$ cat src/rtl/health_bar_renderer_pkg.sv
// ---------------------------------------------------------------------------
// health_bar_renderer_pkg
// Shared types and defaults for the health-bar overlay: the trail animation
// state encoding, default pixel coordinate / color widths, and the default
// palette used by the renderer.
// ---------------------------------------------------------------------------
package health_bar_renderer_pkg;

  // Trail animation states.
  //   ST_IDLE  : bar at rest, trail == hp_shown
  //   ST_HOLD  : trail frozen after damage, counting hold frames
  //   ST_DRAIN : trail shrinking toward hp_shown
  //   ST_FILL  : hp_shown ramping up toward the target after healing
  typedef enum logic [1:0] {
    ST_IDLE  = 2'd0,
    ST_HOLD  = 2'd1,
    ST_DRAIN = 2'd2,
    ST_FILL  = 2'd3
  } anim_state_e;

  localparam int DEF_COORD_W = 10;
  localparam int DEF_COLOR_W = 12;

  // RGB 4:4:4 defaults.
  localparam logic [11:0] DEF_FILL_COLOR   = 12'hE00;
  localparam logic [11:0] DEF_TRAIL_COLOR  = 12'hF80;
  localparam logic [11:0] DEF_BORDER_COLOR = 12'hFFF;

endpackage

$ cat src/rtl/health_bar_anim.sv
// ---------------------------------------------------------------------------
// health_bar_anim
// Health value animation for the health bar. Samples the game-logic health
// once per frame (on frame_tick), clamps it to MAX_HP, and animates two
// values read by the pixel path:
//   hp_shown : the solid fill level, drops instantly on damage and ramps
//              up one unit per frame on heal
//   trail    : the ghost level, holds HOLD_FRAMES frames after damage and
//              then drains one unit every DRAIN_DIV frames
// Invariant: hp_shown <= trail <= MAX_HP.
//
// Ports
//   clk         in   pixel clock
//   reset_n     in   asynchronous active-low reset
//   frame_tick  in   one-cycle pulse at start of vertical blanking
//   hp_target   in   game-logic health (HP_W bits, clamped to MAX_HP)
//   hp_shown    out  displayed fill level
//   trail       out  displayed trail level
//   drain_busy  out  animation in progress (state != IDLE)
// ---------------------------------------------------------------------------
module health_bar_anim
  import health_bar_renderer_pkg::*;
#(
  parameter int HP_W        = 7,
  parameter int MAX_HP      = 100,
  parameter int HOLD_FRAMES = 20,
  parameter int DRAIN_DIV   = 2
) (
  input  logic            clk,
  input  logic            reset_n,
  input  logic            frame_tick,
  input  logic [HP_W-1:0] hp_target,
  output logic [HP_W-1:0] hp_shown,
  output logic [HP_W-1:0] trail,
  output logic            drain_busy
);

  localparam int HOLD_W = $clog2(HOLD_FRAMES + 1);
  localparam int DIV_W  = $clog2(DRAIN_DIV + 1);

  localparam logic [HP_W-1:0]   HP_MAX   = HP_W'(MAX_HP);
  localparam logic [HOLD_W-1:0] HOLD_END = HOLD_W'(HOLD_FRAMES - 1);
  localparam logic [DIV_W-1:0]  DIV_END  = DIV_W'(DRAIN_DIV - 1);

  anim_state_e       state_q, state_d;
  logic [HP_W-1:0]   hp_q, hp_d;
  logic [HP_W-1:0]   trail_q, trail_d;
  logic [HOLD_W-1:0] hold_q, hold_d;
  logic [DIV_W-1:0]  div_q, div_d;

  logic [HP_W-1:0]   target;
  logic [HP_W-1:0]   hp_inc;
  logic [HP_W-1:0]   trail_dec;

  // NOTE: state registers use non-blocking assignments so every flop samples
  // the values from before this edge, independent of statement order.
  always_ff @(posedge clk or negedge reset_n) begin
    if (!reset_n) begin
      state_q <= ST_IDLE;
      hp_q    <= HP_MAX;
      trail_q <= HP_MAX;
      hold_q  <= '0;
      div_q   <= '0;
    end else begin
      state_q <= state_d;
      hp_q    <= hp_d;
      trail_q <= trail_d;
      hold_q  <= hold_d;
      div_q   <= div_d;
    end
  end

  // NOTE: every signal written here gets a default first; a path that leaves
  // one unassigned would infer a latch.
  always_comb begin
    state_d   = state_q;
    hp_d      = hp_q;
    trail_d   = trail_q;
    hold_d    = hold_q;
    div_d     = div_q;

    target    = (hp_target > HP_MAX) ? HP_MAX : hp_target;
    hp_inc    = hp_q + HP_W'(1);
    trail_dec = trail_q - HP_W'(1);

    if (frame_tick) begin
      if (target < hp_q) begin
        // Damage: fill drops at once, trail keeps the old (higher) level and
        // the hold window restarts even if a drain was under way.
        hp_d    = target;
        hold_d  = '0;
        state_d = ST_HOLD;
      end else if ((target > hp_q) && (state_q != ST_FILL)) begin
        // Heal entry: the trail collapses onto the fill so no ghost segment
        // is drawn while the bar grows.
        trail_d = hp_q;
        state_d = ST_FILL;
      end else begin
        unique case (state_q)
          ST_HOLD: begin
            if (hold_q == HOLD_END) begin
              div_d   = '0;
              state_d = ST_DRAIN;
            end else begin
              hold_d = hold_q + HOLD_W'(1);
            end
          end
          ST_DRAIN: begin
            if (trail_q == hp_q) begin
              state_d = ST_IDLE;
            end else if (div_q == DIV_END) begin
              div_d   = '0;
              trail_d = trail_dec;
              if (trail_dec == hp_q) state_d = ST_IDLE;
            end else begin
              div_d = div_q + DIV_W'(1);
            end
          end
          ST_FILL: begin
            if (target > hp_q) begin
              hp_d    = hp_inc;
              trail_d = hp_inc;
              if (hp_inc == target) state_d = ST_IDLE;
            end else begin
              state_d = ST_IDLE;
            end
          end
          default: ;
        endcase
      end
    end
  end

  assign hp_shown   = hp_q;
  assign trail      = trail_q;
  assign drain_busy = (state_q != ST_IDLE);

endmodule

$ cat src/rtl/health_bar_renderer.sv
// ---------------------------------------------------------------------------
// health_bar_renderer
// Screen-positioned health-bar overlay for the VGA pixel pipeline. Draws a
// one-pixel border around an interior of (MAX_HP*PX_PER_HP) x BAR_H pixels.
// The interior shows a fill segment (hp_shown), a ghost trail segment
// (trail) and empty black pixels. MIRROR=1 anchors the fill at the right.
// The compositor selects color_data whenever pixel_on is set.
//
// Pixel path latency is two clocks from x/y to color_data/pixel_on:
//   stage 1: local coordinates and in-box flag
//   stage 2: border / fill / trail / empty classification
//
// Ports
//   clk         in   pixel clock
//   reset_n     in   asynchronous active-low reset
//   frame_tick  in   one-cycle pulse at start of vertical blanking
//   x, y        in   current pixel column / row (COORD_W bits)
//   hp_target   in   game-logic health (HP_W bits)
//   color_data  out  pixel color (COLOR_W bits), 0 outside the bar
//   pixel_on    out  pixel belongs to the bar
//   drain_busy  out  health animation in progress
// ---------------------------------------------------------------------------
module health_bar_renderer
  import health_bar_renderer_pkg::*;
#(
  parameter int                 COLOR_W      = DEF_COLOR_W,
  parameter int                 COORD_W      = DEF_COORD_W,
  parameter int                 HP_W         = 7,
  parameter int                 MAX_HP       = 100,
  parameter int                 PX_PER_HP    = 2,
  parameter int                 BAR_H        = 12,
  parameter int                 ORIGIN_X     = 16,
  parameter int                 ORIGIN_Y     = 16,
  parameter int                 MIRROR       = 0,
  parameter int                 HOLD_FRAMES  = 20,
  parameter int                 DRAIN_DIV    = 2,
  parameter logic [COLOR_W-1:0] FILL_COLOR   = DEF_FILL_COLOR,
  parameter logic [COLOR_W-1:0] TRAIL_COLOR  = DEF_TRAIL_COLOR,
  parameter logic [COLOR_W-1:0] BORDER_COLOR = DEF_BORDER_COLOR
) (
  input  logic               clk,
  input  logic               reset_n,
  input  logic               frame_tick,
  input  logic [COORD_W-1:0] x,
  input  logic [COORD_W-1:0] y,
  input  logic [HP_W-1:0]    hp_target,
  output logic [COLOR_W-1:0] color_data,
  output logic               pixel_on,
  output logic               drain_busy
);

  localparam int INT_W = MAX_HP * PX_PER_HP;  // interior width in pixels
  localparam int BOX_W = INT_W + 2;
  localparam int BOX_H = BAR_H + 2;

  logic [HP_W-1:0] hp_shown;
  logic [HP_W-1:0] trail;

  health_bar_anim #(
    .HP_W        (HP_W),
    .MAX_HP      (MAX_HP),
    .HOLD_FRAMES (HOLD_FRAMES),
    .DRAIN_DIV   (DRAIN_DIV)
  ) u_anim (
    .clk         (clk),
    .reset_n     (reset_n),
    .frame_tick  (frame_tick),
    .hp_target   (hp_target),
    .hp_shown    (hp_shown),
    .trail       (trail),
    .drain_busy  (drain_busy)
  );

  // -------------------------------------------------------------------------
  // Stage 1: local coordinates. One extra bit catches pixels left of / above
  // the origin as negative results.
  // -------------------------------------------------------------------------
  logic [COORD_W:0]   lx_full, ly_full;
  logic [COORD_W-1:0] lx_q, lx_d;
  logic [COORD_W-1:0] ly_q, ly_d;
  logic               in_box_q, in_box_d;

  always_comb begin
    lx_full  = {1'b0, x} - (COORD_W+1)'(ORIGIN_X);
    ly_full  = {1'b0, y} - (COORD_W+1)'(ORIGIN_Y);
    lx_d     = lx_full[COORD_W-1:0];
    ly_d     = ly_full[COORD_W-1:0];
    in_box_d = !lx_full[COORD_W] && !ly_full[COORD_W] &&
               (lx_d < COORD_W'(BOX_W)) && (ly_d < COORD_W'(BOX_H));
  end

  // -------------------------------------------------------------------------
  // Stage 2: classification. hp_shown and trail only change in blanking, so
  // reading them directly keeps every frame consistent.
  // -------------------------------------------------------------------------
  logic [COORD_W-1:0] ix;
  logic [COORD_W-1:0] fill_px;
  logic [COORD_W-1:0] trail_px;
  logic               border;
  logic [COLOR_W-1:0] color_q, color_d;
  logic               on_q, on_d;

  always_comb begin
    // Mirrored column: INT_W-1-(lx-1) simplifies to INT_W-lx.
    if (MIRROR != 0) ix = COORD_W'(INT_W) - lx_q;
    else             ix = lx_q - COORD_W'(1);

    fill_px  = COORD_W'(hp_shown) * COORD_W'(PX_PER_HP);
    trail_px = COORD_W'(trail) * COORD_W'(PX_PER_HP);

    border = (lx_q == '0) || (ly_q == '0) ||
             (lx_q == COORD_W'(BOX_W - 1)) || (ly_q == COORD_W'(BOX_H - 1));

    color_d = '0;
    on_d    = 1'b0;
    if (in_box_q) begin
      on_d = 1'b1;
      if (border)             color_d = BORDER_COLOR;
      else if (ix < fill_px)  color_d = FILL_COLOR;
      else if (ix < trail_px) color_d = TRAIL_COLOR;
    end
  end

  // NOTE: pipeline registers are reset as well, so a reset mid-frame blanks
  // the output immediately instead of replaying stale pixels.
  always_ff @(posedge clk or negedge reset_n) begin
    if (!reset_n) begin
      lx_q     <= '0;
      ly_q     <= '0;
      in_box_q <= 1'b0;
      color_q  <= '0;
      on_q     <= 1'b0;
    end else begin
      lx_q     <= lx_d;
      ly_q     <= ly_d;
      in_box_q <= in_box_d;
      color_q  <= color_d;
      on_q     <= on_d;
    end
  end

  assign color_data = color_q;
  assign pixel_on   = on_q;

endmodule

$ cat config.mk
export PLATFORM = sky130hd
export DESIGN_NAME = health_bar_renderer
export DESIGN_NICKNAME = d
export VERILOG_FILES = /design/src/rtl/health_bar_renderer_pkg.sv /design/src/rtl/health_bar_anim.sv /design/src/rtl/health_bar_renderer.sv
export SDC_FILE = /design/constraint.sdc
export NUM_CORES = 1
export LEC_CHECK = 0
export CAP_MARGIN = 40
export CORE_MARGIN = 2
export CORE_UTILIZATION = 49
export CTS_BUF_LIST = sky130_fd_sc_hd__clkbuf_16
export DETAILED_ROUTE_END_ITERATION = 16
export HOLD_SLACK_MARGIN = 0.03
export MAX_ROUTING_LAYER = met4
export PLACE_DENSITY_LB_ADDON = 0.12
export SLEW_MARGIN = 5
export SYNTH_ARGS = -nofsm -noshare
export SYNTH_HDL_FRONTEND = slang
export SYNTH_SLANG_ARGS = --single-unit
$ cat constraint.sdc
create_clock -name clk -period 4.8 [get_ports clk]
set_input_delay 0.48 -clock clk [delete_from_list [all_inputs] [get_ports clk]]
set_output_delay 0.48 -clock clk [all_outputs]
set_load 0.05 [all_outputs]
==> impl_results.md <==
- Async S/R FF share, synth: 100%
- Placed Cells: 542
- Final setup fails: 0
- Slew Viols, Final: 0
- Critical path's most frequent cell: o21ai_0
- Syn_nets: 488
- Largest net degree at the start of global routing: 38
- Slew @ Worst Pin: 926 ps
- Min cycle time layout: 3890 ps
- Initial core utilization: 51.0%
- Worst setup path startpoint: hp_target[3]
- Design Power: 2.27 mW
- Final non-filler cell total: 550
- Arrival time of the worst setup path: just over 4000 ps
- Setup CP Type: input port to flop
- Synth cell count leaders: dfrtp_1 (42), ha_1 (33), inv_1 (27)
- CP Cell Sequence: clkdlybuf4s50_1 > o311ai_0 > and2_1 > ha_1 > nand3b_1 > a211oi_2 > nor4_4 > o21ai_1 > o21ai_0 > o21ai_0
- CTS Buffer Depth: 2
- CTS Hold Bufs: 0
- Layout area overhead: 13.4%
- Worst vdd ir: 255 µV
- Required @ worst endpoint: 4940 ps
- Main area contributors after synthesis: dfrtp_1 (27%), ha_1 (10%), dfstp_2 (4.0%)
- Post-Syn Instances: 425
- Fraction of layout cells with a size suffix above 1: 8.93%
- Clock skew: roughly 7.4 ps
- Top cell type by total area after synthesis: dfrtp_1
- Routed WL: 9080 µm
- Die height: 93.9 µm
- Endpoints failing hold: 0
- Starting DRT DRC Count: 160
- Root buf cell: clkbuf_16
- WP buf/inv: 1
- Synth Warn #: 0
- Hold Crit Class: input port to asynchronous set/reset pin
- Final core occ: 57.8%
- Worst r2r src: u_anim.hp_shown[5]
- Antenna-violating nets left: 0
- DP HPWL: 7040 µm
- CP peak stage delay: roughly 730 ps
- Num CTS Buffers: 5
- Critical Path Start Type: input port
- Seq/Total Area, Yosys: 30.5%
- Placed Area: 4350 µm²
- Netlist Area Pre-Place: 3960 µm²
- TritonCTS clock tree: done
- Routability Congestion: approximately 0.91
- Vias in the first global route: 3130
- Most common cell in the netlist: dfrtp_1
- Die area: 8810 µm²
- ANT cells: 0
- Max transition margin: 37.9%
- Pre-Repair DR Iteration Count: 6
- Share of the synthesized area in the top cell type: 26.5%
- Worst setup EP type: flop
- Ys flop type: dfrtp_1
- CTS Sinks: 48
- Vias: 3304
- Htree depth: 2
- Leakage: ~1.9 nW
- Post-CTS Setup Repair Bufs: 0
- Mapped Avg Cell Area: 9.31 µm²
- Global Route Usage Sum: 22.6%
- Setup_tns: 0 ps
- Worst-Skew Late Latency: ~290 ps
- Grt ovf: 0
- Largest fanout on the critical path: 14
- Max Cap Violations: 0
- Die width: 93.9 µm
- Input/output buffers: 43
- Post-route cell area: 4490 µm²
- Power per standard cell area: 505 nW/µm²
- Fillers: between 700 and 800
- Crit share post-route: around four fifths
- Drt wl/cell: 16.5 µm
- CTS resizes: 0
- Row cnt: 32
- RSZ-0062 raised after global routing: no
- Crit path max-delay cell type: o311ai_0
- Status: completed
- Fin nets: 510
- Top Ports: 44
- Initial antenna violation count: 0
- Drt via density: 6.01
- Top delay family on crit path: compound AO/OA/AOI/OAI gates
- Core area: 7770 µm²
- CTS clk-pin slew, worst paths: approximately 70 ps
- Drt drc: 0
- Fmax: 0.257 GHz
- Post-synth EDFFs: 0
- Library cells used by synthesis: 78
- Global-route wire length before repair: 15400 µm
- Seq cells post-synth: 48
-- worst paths after layout --
kind                                 endpoint  slack (ps)  cells after the start
max                        u_anim.hp_shown[3]         910                     10
min in group clk                     pixel_on         430                      0
max reg2reg                u_anim.hp_shown[3]        1480                      8
min                          u_anim.hold_q[0]          70                      1
max in group asynchronous  u_anim.hp_shown[6]        4150                      2
min reg2reg                          pixel_on         430                      0
-- power by group --
| part | internal, mW | switching, mW | leakage, nW | total (mW) |
|---|---|---|---|---|
| registers | 0.513 | 0.156 | 0.574 | 0.669 |
| logic | 0.541 | 0.709 | 1.26 | 1.25 |
| clock network | 0.191 | 0.156 | 0.0635 | 0.348 |
| total | 1.25 | 1.02 | 1.90 | 2.27 |
-- routing by layer --
layer | global-route usage (%) | part of all wire [%] | vias up
met4 | 5.43 | 0.95 | 0
met3 | 3.21 | 4.9 | 9
met5 | - | 0 | -
met1 | 33.8 | 50 | 1600
met2 | 32.6 | 44 | 95
li1 | - | - | 1600
-- placed cells by master (no fill, tap or decap), types with 8 or more instances in the layout --
cell / count
inv_1: 27
o31ai_1: 10
xnor2_1: 13
and3_1: 8
o21ai_0: 17
clkdlybuf4s50_1: 42
nor2_1: 21
nand2_1: 26
xor2_1: 11
nand3_1: 18
ha_1: 33
a21oi_1: 11
dfrtp_1: 42
-- sequential cells by signal, summed over array words and instances (netlist names) --
register and cells:
u_anim.trail 7, u_anim.div_q 2, ly_q 10, lx_q 10, in_box_q 1, u_anim.hold_q 5, color_data 3, pixel_on 1
u_anim.hp_shown 7, u_anim.state_q 2
-- per-stage QoR --
stage	worst slack, ps	hold WS (ps)
after CTS	905	79.3
final	908	71.8
after detailed placement	603	388
after floorplan	1780	184
after global placement	732	422
after global routing	482	88.2
-- final cells by class --
type / count / area (µm²) / share of cell area (%)
inverters: 28 / 105 / 2.34
clock buffers: 5 / 125 / 2.79
multi-input cells: 319 / 2450 / 54.6
flip-flops and latches: 48 / 1210 / 26.9
repair buffers: 45 / 453 / 10.1
clock inverters: 3 / 18.8 / 0.418
well taps: 102 / 128 / 2.84
-- cell families after synthesis --
kind of cell               Yosys count  share of synthesized area, %
AOI/OAI and AO/OA                  120                          23.4
xor gates and xnor gates            29                          8.00
adders and majority gates           33                          10.4
buffers and inverters               58                          7.52
DFF                                 48                          30.5
muxes                                5                          1.33
and+or+nand+nor                    132                          18.8
(Power assumes the default switching activity.)
